## config.mk

```make
export PLATFORM = sky130hd
export DESIGN_NAME = serial_add_seq
export DESIGN_NICKNAME = d
export VERILOG_FILES = /design/src/rtl/serial_add_seq.sv
export SDC_FILE = /design/constraint.sdc
export NUM_CORES = 1
export LEC_CHECK = 0
export CORE_MARGIN = 2
export CORE_UTILIZATION = 32
export DETAILED_ROUTE_END_ITERATION = 10
export DONT_BUFFER_PORTS = 1
export GPL_TIMING_DRIVEN = 0
export HOLD_SLACK_MARGIN = 0.06
export PLACE_DENSITY = 0.51
export SLEW_MARGIN = 20
export SYNTH_ARGS = -nofsm -noshare
export SYNTH_HDL_FRONTEND = slang
export SYNTH_SLANG_ARGS = --single-unit
```

## constraint.sdc

```tcl
create_clock -name clk -period 4 [get_ports clk]
set_clock_uncertainty 0.15 [all_clocks]
set_input_delay 0.4 -clock clk [delete_from_list [all_inputs] [get_ports clk]]
set_output_delay 0.4 -clock clk [all_outputs]
set_load 0.01 [all_outputs]
```

## src/rtl/serial_add_seq.sv

```systemverilog
// serial_add_seq
//   Bit-serial adder. An accepted start latches operands a and b, then one
//   result bit is produced per RUN cycle, LSB first, using two cascaded
//   half adders and a registered carry. After WIDTH RUN cycles the block
//   spends one cycle in DONE and returns to IDLE. The result {carry, sum}
//   equals a + b and is held until the next accepted start.
//
// Ports
//   clk      in   rising-edge clock
//   rst_n    in   asynchronous active-low reset
//   start    in   begin an addition (accepted only in IDLE)
//   a, b     in   operands, WIDTH bits, sampled on an accepted start
//   ready    out  high in IDLE
//   busy     out  high in RUN
//   done     out  one-cycle pulse in DONE
//   sum      out  result bits, filled LSB first
//   carry    out  carry-out of the MSB, valid from DONE onward
//   bit_idx  out  index of the bit being computed (0 outside RUN)
module serial_add_seq #(
    parameter int WIDTH = 8
) (
    input  logic                     clk,
    input  logic                     rst_n,
    input  logic                     start,
    input  logic [WIDTH-1:0]         a,
    input  logic [WIDTH-1:0]         b,
    output logic                     ready,
    output logic                     busy,
    output logic                     done,
    output logic [WIDTH-1:0]         sum,
    output logic                     carry,
    output logic [$clog2(WIDTH)-1:0] bit_idx
);

    localparam int IW = $clog2(WIDTH);
    localparam logic [IW-1:0] LAST = IW'(WIDTH - 1);

    typedef enum logic [1:0] {
        IDLE = 2'd0,
        RUN  = 2'd1,
        DONE = 2'd2
    } state_t;

    state_t state, state_nxt;

    logic [WIDTH-1:0] a_q;
    logic [WIDTH-1:0] b_q;
    logic             c_q;

    // Returns {carry, sum} of a single half adder.
    function automatic logic [1:0] half_add(input logic x, input logic y);
        return {x & y, x ^ y};
    endfunction

    logic [1:0] ha1;
    logic [1:0] ha2;
    logic       sum_bit;
    logic       c_nxt;

    always_comb begin
        ha1     = half_add(a_q[bit_idx], b_q[bit_idx]);
        ha2     = half_add(ha1[0], c_q);
        sum_bit = ha2[0];
        // Both half-adder carries can never be high together, so OR suffices.
        c_nxt   = ha1[1] | ha2[1];
    end

    // State register
    always_ff @(posedge clk or negedge rst_n) begin
        if (!rst_n) begin
            state <= IDLE;
        end else begin
            state <= state_nxt;
        end
    end

    // Next-state and status outputs
    always_comb begin
        state_nxt = state;
        ready     = 1'b0;
        busy      = 1'b0;
        done      = 1'b0;
        case (state)
            IDLE: begin
                ready = 1'b1;
                if (start) begin
                    state_nxt = RUN;
                end
            end
            RUN: begin
                busy = 1'b1;
                if (bit_idx == LAST) begin
                    state_nxt = DONE;
                end
            end
            DONE: begin
                done      = 1'b1;
                state_nxt = IDLE;
            end
            default: begin
                state_nxt = IDLE;
            end
        endcase
    end

    // Operand latch, serial sum/carry and bit index
    always_ff @(posedge clk or negedge rst_n) begin
        if (!rst_n) begin
            a_q     <= '0;
            b_q     <= '0;
            c_q     <= 1'b0;
            sum     <= '0;
            carry   <= 1'b0;
            bit_idx <= '0;
        end else begin
            case (state)
                IDLE: begin
                    if (start) begin
                        a_q     <= a;
                        b_q     <= b;
                        c_q     <= 1'b0;
                        sum     <= '0;
                        carry   <= 1'b0;
                        bit_idx <= '0;
                    end
                end
                RUN: begin
                    sum[bit_idx] <= sum_bit;
                    c_q          <= c_nxt;
                    if (bit_idx == LAST) begin
                        carry   <= c_nxt;
                        bit_idx <= '0;
                    end else begin
                        bit_idx <= bit_idx + IW'(1);
                    end
                end
                default: begin
                    bit_idx <= '0;
                end
            endcase
        end
    end

endmodule

```

==> results of run 1 <==
[synthesized netlist by cell type (2+ instances only)]
library cell	number
o21ai_0	5
o31ai_1	2
buf_2	4
dfrtp_1	31
nand3b_1	3
o211ai_1	3
a21oi_1	3
mux2_2	8
nand3_1	2
o311ai_0	2
nor2b_1	3
ha_1	2
mux2i_1	7
mux2_4	9
nand2_4	2
o41ai_1	3
nand2_1	14
nor2_1	6
nand2b_1	2
buf_6	3
[per-stage QoR]
step / hold WS [ns] / worst slack (ns) / util [%] / area (µm²) / cells
global placement: -0.04472 / 1.332 / 34.61 / 1624 / 181
CTS: 0.09947 / 1.238 / 37.39 / 1754 / 191
floorplan: -0.04559 / 1.625 / - / 1556 / 127
global route: 0.09053 / 1.096 / 37.39 / 1754 / 191
detailed placement: -0.04481 / 1.258 / 34.61 / 1624 / 181
finish: 0.1049 / 1.307 / 37.39 / 1754 / 191
[worst max path at each step]
stage	end	startpoint	cells after the start	slack, ns
after floorplan	sum[4]	bit_idx[0]	7	1.62
after global placement	sum[6]	bit_idx[0]	7	1.33
after detailed placement	sum[6]	bit_idx[0]	7	1.26
after CTS	sum[6]	bit_idx[0]	7	1.24
after global routing	sum[6]	bit_idx[0]	7	1.10
final	sum[6]	bit_idx[0]	7	1.31
[state kept, by name, summed over array words and instances, names as in the netlist]
register / count
b_q: 8
bit_idx: 3
state: 2
sum: 8
c_q: 1
carry: 1
a_q: 8
[report_power, final]
group | switching (mW) | internal (mW)
sequential | 0.126 | 0.462
clock | 0.118 | 0.157
combinational | 0.369 | 0.322
total | 0.614 | 0.941
[final cells by class]
cell class	instances	area [µm²]
Fill cell	481	2938
Sequential cell	31	775.7
Multi-Input combinational cell	86	706.9
Clock buffer	8	100.1
Tap cell	54	67.56
Buffer	8	61.31
Timing Repair Buffer	2	30.03
Inverter	2	12.51
[critical path: stages, from the launching register on]
cell and delay [ns]:
dfrtp_1 0.46, buf_2 0.30, mux2i_1 0.24, o21ai_0 0.11, a311o_1 0.34, fa_1 0.48
inv_1 0.12, o41ai_1 0.39
[layer usage]
| metal | GRT usage [%] | share of wire, % |
|---|---|---|
| met1 | 18.31 | 45 |
| met2 | 19.64 | 47 |
| met3 | 5.624 | 6.1 |
| met4 | 4.848 | 1.5 |
| met5 | 0 | 0 |
[kinds of logic after synthesis]
family          after synthesis
compound gates               23
fa+ha+maj                     3
buf+inv                      10
flops                        31
mux                          24
simple gates                 36
[layout by cell type (no fill, tap or decap), drive strengths merged, types with 2 or more instances in the layout]
cell type and instances:
ha 2, mux2 17, clkbuf 8, nand2 16, o41ai 3, o211ai 3
nand3 2, o31ai 2, nand2b 2, a21oi 3, nor2b 3, mux2i 7
buf 9, o21ai 6, nand3b 3, o311ai 3, nor2 7, dfrtp 31
==> flow_metrics.env, run 1 <==
export IMPL_cts_buffer_depth=2
export IMPL_clkSinkCount=31
export IMPL_synth_compound_area_share_pct=10.85
export IMPL_die_area_um2=5438
export IMPL_avgViaCountPerCell=5.340
export IMPL_r2r_start="bit_idx[0]"
export IMPL_yosys_area_share_simple_pct=12.70
export IMPL_timing_final_crit_period_ns=2.693
export IMPL_vias=1020
export IMPL_rsz0062_at_grt="false"
export IMPL_antenna_found_initial=0
export IMPL_die_h_um=73.74
export IMPL_ys_ff_latch=31
export IMPL_diodes=0
export IMPL_grt_usage_pct=13.62
export IMPL_required_ns=4.02
export IMPL_synth_main_ff_cell="dfrtp_1"
export IMPL_drt_total_wl_mm=3.242
export IMPL_gp_congestion=0.7452
export IMPL_setup_viol=0
export IMPL_p_leak_nw=0.8026
export IMPL_yosys_warnings=0
export IMPL_rows=25
export IMPL_cap_violations=0
export IMPL_cts_root_buf="clkbuf_8"
export IMPL_grt_pass1_wl_mm=5.402
export IMPL_core_um2=4692
export IMPL_finalMaxSlewViolations=0
export IMPL_worst_pin_slew_ns=0.2963
export IMPL_start_kind="flip-flop"
export IMPL_crit_type="reg -> reg"
export IMPL_post_drt_wl_per_cell_um=16.97
export IMPL_postCtsHoldBufs=2
export IMPL_clk_pin_slew_ns=0.07
export IMPL_arrival_ns=2.72
export IMPL_cts_tree="done"
export IMPL_grt_start_max_net_pins=32
export IMPL_synth_top_family_by_area="multiplexers"
export IMPL_areaGrowthSynthToFinish_pct=12.70
export IMPL_finalSetupTns_ns=0
export IMPL_synthArstFlopShare_pct=100.0
export IMPL_pwr_density_cell_nw_per_um2=886.3
export IMPL_drtIter0Drc=51
export IMPL_yosysTopAreaCellShare_pct=49.84
export IMPL_h_tree_depth=2
export IMPL_whs_path_depth=1
export IMPL_outcome="finished, final reports clean"
export IMPL_io_buffers=0
export IMPL_yosysSeqAreaShare_pct=49.84
export IMPL_drcViolationCount=0
export IMPL_synth_cell_types=33
export IMPL_yosys_top_cells_area="dfrtp_1 50%, mux2_4 8.7%, mux2_2 5.8%, mux2i_1 4.5%, nand2_1 3.4%"
export IMPL_p_total_mw=1.555
export IMPL_die_w_um=73.74
export IMPL_numCtsBuffers=5
export IMPL_hold_path_startpoint="b[7]"
export IMPL_crit_fanout=10
export IMPL_r2r_setup_slack_ns=1.31
export IMPL_r2r_end="sum[6]"
export IMPL_min_path_type="in -> reg"
export IMPL_ant_nets=0
export IMPL_grt_ovfl_total=0
export IMPL_max_freq_mhz=371.3
export IMPL_hold_end="b_q[7]"
export IMPL_nets=158
export IMPL_start_util_pct=33.17
export IMPL_maxSlewHeadroom_pct=79.99
export IMPL_synth_xor_area_share_pct=0
export IMPL_layout_drive_gt1_share_pct=29.20
export IMPL_hold_viol_final=0
export IMPL_synth_area_mux_share_pct=18.97
export IMPL_syn_nets=149
export IMPL_grt_pass1_vias=1045
export IMPL_syn_area_per_cell_um2=12.26
export IMPL_ctsResizeCount=0
export IMPL_ff2ff_path_depth=7
export IMPL_yosys_area_top_type="dfrtp_1"
export IMPL_synthCells=127
export IMPL_period_share_pct=67.34
export IMPL_pin_count=34
export IMPL_postCtsSetupBuffers=0
export IMPL_synth_edf_count=0
export IMPL_yosys_area_share_adder_pct=2.894
export IMPL_synth_area_um2=1556
export IMPL_insertion_delay_ns=0.29
export IMPL_first_pass_iters=4
export IMPL_end_kind="flip-flop"
export IMPL_post_dp_hpwl_mm=2.318
export IMPL_ir_worst_vdd_uv=402.9
No activity file was read; power rests on OpenSTA's default activity.
==> run 2, diff against run 1 <==
Clock period 4 ns to 2.8 ns, I/O delays scaled along.
==> run 2 against run 1 <==
Sequential power grew 43%. Die area is the same. Non-clock buffer count grew 17. Power grew 46%. Clock power grew 43%. Via count grew 6.9%. Critical path depth is the same. Wire length grew 3.7%. Largest cell class unchanged. Cell count grew 8.9%. Largest power group unchanged. Highest routed layer unchanged. Sequential share of layout area shrank 4.1 points.
==> flow_metrics.env, run 2 (synthesis results as in run 1) <==
export IMPL_outcome="finished, final reports clean"
export IMPL_layout_commonest_cell="dfrtp_1"
export IMPL_grt_usage_pct=14.26
export IMPL_finalSetupTns_ns=0
export IMPL_worst_pin_slew_ns=0.3794
export IMPL_grt_ovfl_total=0
export IMPL_diodes=0
export IMPL_areaGrowthSynthToFinish_pct=24.28
export IMPL_numCtsBuffers=5
export IMPL_max_freq_mhz=386.3
export IMPL_cts_buffer_depth=2
export IMPL_start_util_pct=33.17
export IMPL_rsz0062_at_grt="false"
export IMPL_ff2ff_path_depth=7
export IMPL_cts_tree="done"
export IMPL_postCtsSetupBuffers=0
export IMPL_io_buffers=0
export IMPL_drtIter0Drc=55
export IMPL_required_ns=2.83
export IMPL_hold_viol_final=0
export IMPL_avgViaCountPerCell=5.240
export IMPL_start_kind="flip-flop"
export IMPL_maxSlewHeadroom_pct=74.38
export IMPL_p_leak_nw=0.8801
export IMPL_grt_start_max_net_pins=32
export IMPL_post_dp_hpwl_mm=2.318
export IMPL_whs_path_depth=3
export IMPL_dpl_cell_area_um2=1624
export IMPL_reg_top3="a_q x8, b_q x8, sum x8"
export IMPL_setup_viol=0
export IMPL_crit_type="reg -> reg"
export IMPL_r2r_start="bit_idx[0]"
export IMPL_crit_fanout=10
export IMPL_hold_path_startpoint="start"
export IMPL_finalMaxSlewViolations=0
export IMPL_rows=25
export IMPL_timing_final_crit_period_ns=2.589
export IMPL_cap_violations=0
export IMPL_first_pass_iters=4
export IMPL_r2r_setup_slack_ns=0.21
export IMPL_antenna_found_initial=0
export IMPL_fillers=471
export IMPL_h_tree_depth=2
export IMPL_period_share_pct=92.46
export IMPL_core_um2=4692
export IMPL_grt_pass1_wl_mm=5.664
export IMPL_final_cell_mix="31 x dfrtp_1, 18 x dlygate4sd3_1, 14 x nand2_1"
export IMPL_gp_congestion=0.7452
export IMPL_clk_pin_slew_ns=0.07
export IMPL_die_w_um=73.74
export IMPL_die_h_um=73.74
export IMPL_drcViolationCount=0
export IMPL_r2r_end="sum[4]"
export IMPL_drt_total_wl_mm=3.363
export IMPL_ir_worst_vdd_uv=583.3
export IMPL_fin_area_um2=1934
export IMPL_nets=175
export IMPL_min_path_type="in -> reg"
export IMPL_ant_nets=0
export IMPL_insertion_delay_ns=0.29
export IMPL_end_kind="flip-flop"
export IMPL_clkSinkCount=31
export IMPL_pin_count=34
export IMPL_cts_root_buf="clkbuf_8"
export IMPL_vias=1090
export IMPL_pwr_density_cell_nw_per_um2=1171
export IMPL_grt_pass1_vias=1138
export IMPL_hold_end="bit_idx[2]"
export IMPL_arrival_ns=2.62
export IMPL_post_drt_wl_per_cell_um=16.17
export IMPL_die_area_um2=5438
export IMPL_layout_drive_gt1_share_pct=26.62
-- run 2: cell count changes in the layout (fill, tap and decap cells not counted) --
cell,previous run,this run
o41ai_2,0,1
buf_2,4,3
o41ai_1,3,2
dlygate4sd3_1,1,18
buf_4,1,2
-- run 2: how the worst max path moves through the flow --
stage / start / end / slack (ns)
2_1_floorplan: bit_idx[0] / sum[4] / 0.42
3_3_place_gp: bit_idx[0] / sum[6] / 0.13
3_5_place_dp: bit_idx[0] / sum[6] / 0.06
4_1_cts: bit_idx[0] / sum[6] / 0.04
5_1_grt: bit_idx[0] / sum[4] / 0.003
6_report: bit_idx[0] / sum[4] / 0.21
-- run 2: routing by layer --
| metal | track usage [%] | routed length, µm |
|---|---|---|
| met1 | 18.78 | 1462 |
| met4 | 4.848 | 50 |
| met5 | 0 | 0 |
| met2 | 21.43 | 1657 |
| met3 | 5.487 | 192 |
-- run 2: where the power goes --
| group | internal [mW] | leakage [nW] | switching [mW] | total, mW |
|---|---|---|---|---|
| Clock | 0.224 | 0.0515 | 0.169 | 0.393 |
| Combinational | 0.484 | 0.446 | 0.546 | 1.03 |
| Sequential | 0.660 | 0.383 | 0.182 | 0.842 |
-- run 2: what timing repair did --
item,4_1_cts,5_1_grt
setup endpoints to repair,0,3
hold endpoints to repair,48,0
resized for setup,0,3
hold buffers,19,0
-- run 2: cell type report --
class / instances / area (µm²) / share of cell area (%)
Inverter: 2 / 12.51 / 0.6468
Clock buffer: 8 / 100.1 / 5.175
Buffer: 8 / 63.81 / 3.299
Tap cell: 54 / 67.56 / 3.493
Timing Repair Buffer: 19 / 200.2 / 10.35
Multi-Input combinational cell: 86 / 714.4 / 36.93
Sequential cell: 31 / 775.7 / 40.10
-- run 2: critical path, cell delays in order, from the launching register on --
cell and delay, ns:
dfrtp_1 0.46, buf_4 0.24, mux2i_1 0.22, o21ai_0 0.11
a311o_1 0.34, fa_1 0.48, inv_1 0.12, o41ai_1 0.36
-- run 2: stage by stage --
stage | hold slack [ns] | setup WS (ns) | power [mW] | util, % | std cells
after global routing | 0.09719 | 0.002869 | 2.467 | 41.23 | 208
after detailed placement | -0.1648 | 0.05841 | 1.848 | 34.61 | 181
after floorplan | -0.1656 | 0.4245 | 1.616 | - | 127
final | 0.07091 | 0.2112 | 2.265 | 41.23 | 208
after CTS | 0.06563 | 0.03764 | 2.286 | 41.01 | 208
after global placement | -0.1647 | 0.1318 | 1.812 | 34.61 | 181
